$ cat src/rtl/dual_issue_scheduler.sv
// dual_issue_scheduler
//   In-order dual-issue scheduler sitting between the two decode slots and the
//   execute lanes. Holds one instruction pair, issues both slots together when
//   legal, otherwise serializes them. Gates the shared multi-cycle multiplier
//   and freezes permanently once an HLT issues.
//
//   Control bundle: [8]sw [7]lw [6]r [5]branch [4]jmp [3]hlt [2:0]func.
//   A MUL is r && func[2].
//
// Ports
//   clk, reset               rising-edge clock, async active-high reset
//   in_valid / in_ready      decode pair handshake (in_ready is combinational)
//   s0_ctrl, s1_ctrl         slot0 (older) / slot1 (younger) bundles
//   s0_dst                   slot0 destination register
//   s1_src1, s1_src2         slot1 source registers
//   flush                    drop the held pair (taken branch)
//   iss0_valid, iss0_ctrl    registered lane0 issue
//   iss1_valid, iss1_ctrl    registered lane1 issue
//   mul_start                registered pulse: a MUL issued
//   mul_busy                 multiplier occupancy counter nonzero
//   halted                   registered: HLT issued, scheduler frozen
module dual_issue_scheduler #(
    parameter int CTRL_W  = 9,
    parameter int REG_W   = 5,
    parameter int MUL_LAT = 4
) (
    input  logic              clk,
    input  logic              reset,
    input  logic              in_valid,
    output logic              in_ready,
    input  logic [CTRL_W-1:0] s0_ctrl,
    input  logic [CTRL_W-1:0] s1_ctrl,
    input  logic [REG_W-1:0]  s0_dst,
    input  logic [REG_W-1:0]  s1_src1,
    input  logic [REG_W-1:0]  s1_src2,
    input  logic              flush,
    output logic              iss0_valid,
    output logic [CTRL_W-1:0] iss0_ctrl,
    output logic              iss1_valid,
    output logic [CTRL_W-1:0] iss1_ctrl,
    output logic              mul_start,
    output logic              mul_busy,
    output logic              halted
);

    localparam int CNT_W = $clog2(MUL_LAT + 1);

    typedef enum logic [1:0] {EMPTY, PAIR, SECOND, HALTED} state_t;

    state_t             state, state_n;
    logic [CTRL_W-1:0]  h0_ctrl, h1_ctrl;
    logic [REG_W-1:0]   h0_dst, h1_src1, h1_src2;
    logic [CNT_W-1:0]   mul_cnt;

    logic mul0, mul1, ls0, ls1, blk0, blk1, raw, dual_ok;
    logic issue0, issue1, accept, hlt_issue, mul_issue;

    assign mul_busy = (mul_cnt != '0);

    // Slot decode on the held pair
    assign mul0 = h0_ctrl[6] & h0_ctrl[2];
    assign mul1 = h1_ctrl[6] & h1_ctrl[2];
    assign ls0  = h0_ctrl[8] | h0_ctrl[7];
    assign ls1  = h1_ctrl[8] | h1_ctrl[7];
    assign blk0 = mul0 & (mul_busy | mul_start);
    assign blk1 = mul1 & (mul_busy | mul_start);

    // src2 only matters when slot1 actually reads it (r, sw, branch)
    assign raw = (h0_ctrl[6] | h0_ctrl[7]) && (h0_dst != '0) &&
                 ((h0_dst == h1_src1) ||
                  ((h1_ctrl[6] | h1_ctrl[8] | h1_ctrl[5]) && (h0_dst == h1_src2)));

    assign dual_ok = !blk0 && !blk1 && !(ls0 && ls1) && !(mul0 && mul1) &&
                     !(h0_ctrl[5] | h0_ctrl[4] | h0_ctrl[3]) && !raw;

    always_comb begin
        state_n   = state;
        in_ready  = 1'b0;
        issue0    = 1'b0;
        issue1    = 1'b0;
        accept    = 1'b0;
        hlt_issue = 1'b0;
        mul_issue = 1'b0;
        case (state)
            EMPTY:  in_ready = !flush;
            PAIR: begin
                if (!flush) begin
                    if (dual_ok) begin
                        issue0   = 1'b1;
                        issue1   = 1'b1;
                        in_ready = !h1_ctrl[3];
                    end else if (!blk0) begin
                        issue0 = 1'b1;
                    end
                end
            end
            SECOND: begin
                if (!flush && !blk1) begin
                    issue1   = 1'b1;
                    in_ready = !h1_ctrl[3];
                end
            end
            default: ;
        endcase
        accept    = in_valid && in_ready;
        hlt_issue = (issue0 && h0_ctrl[3]) || (issue1 && h1_ctrl[3]);
        mul_issue = (issue0 && mul0) || (issue1 && mul1);
        // Priority order: halting wins, then a new pair, then flush/drain.
        // A slot0-only HLT lands here too, which discards slot1.
        if (hlt_issue)
            state_n = HALTED;
        else if (accept)
            state_n = PAIR;
        else if (flush && state != HALTED)
            state_n = EMPTY;
        else if (issue1)
            state_n = EMPTY;
        else if (issue0)
            state_n = SECOND;
    end

    always_ff @(posedge clk or posedge reset) begin
        if (reset) begin
            state      <= EMPTY;
            h0_ctrl    <= '0;
            h1_ctrl    <= '0;
            h0_dst     <= '0;
            h1_src1    <= '0;
            h1_src2    <= '0;
            mul_cnt    <= '0;
            iss0_valid <= 1'b0;
            iss0_ctrl  <= '0;
            iss1_valid <= 1'b0;
            iss1_ctrl  <= '0;
            mul_start  <= 1'b0;
            halted     <= 1'b0;
        end else begin
            state      <= state_n;
            iss0_valid <= issue0;
            iss0_ctrl  <= issue0 ? h0_ctrl : '0;
            iss1_valid <= issue1;
            iss1_ctrl  <= issue1 ? h1_ctrl : '0;
            mul_start  <= mul_issue;
            halted     <= (state_n == HALTED);
            // Counter loads on the issuing edge, so mul_busy covers the
            // MUL_LAT cycles that follow the issue.
            if (mul_issue)
                mul_cnt <= CNT_W'(MUL_LAT);
            else if (mul_cnt != '0)
                mul_cnt <= mul_cnt - 1'b1;
            if (accept) begin
                h0_ctrl <= s0_ctrl;
                h1_ctrl <= s1_ctrl;
                h0_dst  <= s0_dst;
                h1_src1 <= s1_src1;
                h1_src2 <= s1_src2;
            end
        end
    end

endmodule

$ cat config.mk
export PLATFORM = sky130hd
export DESIGN_NAME = dual_issue_scheduler
export DESIGN_NICKNAME = d
export VERILOG_FILES = /design/src/rtl/dual_issue_scheduler.sv
export SDC_FILE = /design/constraint.sdc
export NUM_CORES = 1
export LEC_CHECK = 0
export CAP_MARGIN = 20
export CELL_PAD_IN_SITES_DETAIL_PLACEMENT = 0
export CELL_PAD_IN_SITES_GLOBAL_PLACEMENT = 1
export CORE_MARGIN = 2
export CORE_UTILIZATION = 39
export DETAILED_ROUTE_END_ITERATION = 12
export PLACE_DENSITY = 0.84
export SLEW_MARGIN = 10
export SYNTH_ARGS = -nofsm -noshare
export SYNTH_HDL_FRONTEND = slang
export SYNTH_SLANG_ARGS = --single-unit
$ cat constraint.sdc
create_clock -name clk -period 3.2 [get_ports clk]
set_input_delay 0.48 -clock clk [delete_from_list [all_inputs] [get_ports clk]]
set_output_delay 0.48 -clock clk [all_outputs]
set_load 0.05 [all_outputs]
==> flow_summary.toml <==
[status]
status = "finished, final reports clean"

[timing]
fin_crit_sh_pct = 90.4
setup_violations = 0
fin_crit_ps = 2890
rsz0062_at_grt = "false"
hold_viol_final = 0
clock.fmax_mhz = 346
fin_setup_tns_ps = 0
clock_skew_ps = 6.64
worst_pin_slew_ps = 531
slew_headroom_pct = 64.5
maxSlewViolCount = 0

[synth]
ys_seq_elements = 60
synth_edf_count = 0
ys.warnings.count = 0
synth.cell_area_um2 = 2570
synth.net_count = 234
ys_top_cells_by_area = "dfrtp_1 (58%), mux2_2 (14%), and2_1 (4.6%)"
synth_area_leader_cell = "dfrtp_1"
async_flop_share_pct = 100
ys_seq_area_share_pct = 58.3
synthCells = 191
synth-main-ff-cell = "dfrtp_1"
synth.distinct_cells = 37
synth_top_area_share_pct = 58.3
synth.avg_cell_area_um2 = 13.5

[final_layout]
syn2layout_area_growth_pct = 36.4
seq_area_um2 = 1500
final_layout_size_suffix_gt1_share_pct = 22.5
fillCellCount = 563
multiInputGateArea_um2 = 1000
diodes = 0
final_area_um2 = 3510
fin_nets = 305

[global_routing]
grt_usage_pct = 15.3
antenna_found_initial = 0
grt_max_degree = 29
grt_overflow_total = 0
grt_pass1_wl_mm = 8.35
first_global_vias = 1726

[detailed_routing]
drtIter0Drc = 85
vias = 1725
drt_first_pass_iters = 4
wirelength_mm = 5.04
routedWlPerCell_um = 14.7
viasPerCell = 5.01
antenna_left = 0
drc = 0

[placed_design]
place_hpwl_mm = 3.65
io_buffer_count = 60
globalplace.congestion = 0.768
postPlaceCellArea_um2 = 3300

[power]
vdd_drop_max_mv = 0.561
p_total_w = 0.00318
p_per_area_nw_per_um2 = 905
p_leak_nw = 1.52

[clocking]
cts_buffers = 9
cts_max_level = 3
ctsHoldBuffers = 0
cts.sinks = 60
clockRootBuffer = "clkbuf_8"
clk_pin_slew_ps = 70
cts_tree = "built"
clk_latency_ps = 340
ctsResizeCount = 0
postCtsSetupBuffers = 0
cts_buffer_depth = 2

[setup_path]
critPathMaxFanout = 4
crit_path_end_kind = "primary output"
critPathKind = "reg2out"
cp.arrival_ps = 2410
startpoint_type = "flip-flop"
worstPathRequired_ps = 2720

[die]
io_pins = 61
rows = 29
dieArea_um2 = 7270
coreArea_um2 = 6350
fp.dieW_um = 85.3
start_util_pct = 40.6
dieHeight_um = 85.3

[run]
cap_violations = 0

[hold_path]
min_path_type = "in2async"
==> worst paths after layout <==
check,from,endpoint,slack (ps),cells after the start
min,reset,iss0_ctrl[2]$_DFF_PP0_,430,2
max in group asynchronous,reset,h0_dst[0]$_DFFE_PP0P_,2100,3
min in group clk,h0_ctrl[1]$_DFFE_PP0P_,iss0_ctrl[1]$_DFF_PP0_,480,1
max reg2reg,mul_cnt[0]$_DFFE_PP0P_,h1_src1[4]$_DFFE_PP0P_,570,8
min reg2reg,h0_ctrl[1]$_DFFE_PP0P_,iss0_ctrl[1]$_DFF_PP0_,480,1
max,mul_cnt[0]$_DFFE_PP0P_,in_ready,310,7
==> cell usage after synthesis (2+ instances only) <==
cell	n
dfrtp_1	60
mux2_2	33
and2_1	19
xnor2_1	11
inv_1	10
ha_1	6
nor2_1	5
a211oi_1	4
nand2_1	4
buf_6	3
nand3_1	3
nor3_1	3
a21oi_1	2
a22o_1	2
nand4_1	2
o21ai_1	2
o22ai_1	2
==> where the power goes <==
group | switching (W) | internal (W) | total [W]
Clock | 0.000289 | 0.000456 | 0.000745
Combinational | 0.000559 | 0.000595 | 0.00115
Sequential | 0.000236 | 0.00104 | 0.00128
==> logic make-up (layout without fill, tap and decap cells) <==
| family | after synthesis | count (layout) | synth area share [%] |
|---|---|---|---|
| adder cells (fa/ha/maj) | 6 | 6 | 2.92 |
| buffers and inverters | 15 | 91 | 3.11 |
| multiplexers | 33 | 33 | 14.4 |
| AND/OR/NAND/NOR | 44 | 44 | 10.0 |
| XOR/XNOR | 11 | 11 | 3.74 |
| flip-flops | 60 | 60 | 58.3 |
| AO/OA/AOI/OAI | 22 | 22 | 7.48 |
==> layer usage <==
layer / wire (um) / share of wire, % / track usage (%)
met1: 2170 / 43 / 18.4
met2: 2440 / 48 / 23.8
met3: 309 / 6.1 / 4.86
met4: 121 / 2.4 / 9.24
met5: 0 / 0 / 0
==> placed cells by master (no fill, tap or decap), types with 4 or more instances in the layout <==
cell	netlist	final
inv_1	10	9
nand2_1	4	4
a211oi_1	4	4
mux2_2	33	33
buf_4	0	4
and2_1	19	19
ha_1	6	6
nor2_1	5	5
dfrtp_1	60	60
clkdlybuf4s50_1	0	59
clkbuf_8	0	10
xnor2_1	11	11
==> final cells by class <==
type                    instances  area share [%]
flip-flops and latches         60            42.7
multi-input cells             116            28.5
repair buffers                 65            18.8
clock buffers                  11            4.02
well taps                      77            2.74
clock inverters                 5            2.14
inverters                      10            1.07
==> registers in the layout, summed over array words and instances (netlist names) <==
name        count
h1_ctrl         9
iss1_ctrl       9
state           2
mul_start       1
h1_src2         5
halted          1
iss0_ctrl       9
h0_ctrl         9
iss0_valid      1
mul_cnt         3
h0_dst          5
iss1_valid      1
h1_src1         5
==> worst max-delay path, stage by stage (launching register included) <==
cell	delay, ps
dfrtp_1	390
inv_1	80
ha_1	180
or3b_4	420
o21ai_1	270
nand2_1	110
o41ai_2	420
buf_12	190
==> metrics by stage <==
step	hold WS, ps	std cells	worst slack [ps]	utilization, %
floorplan	449	191	390	-
global placement	460	328	621	51.9
detailed placement	467	328	580	51.9
CTS	429	344	271	55.3
global route	459	344	145	55.3
finish	427	344	309	55.3
Note: power is estimated with default switching activity, not from simulation.
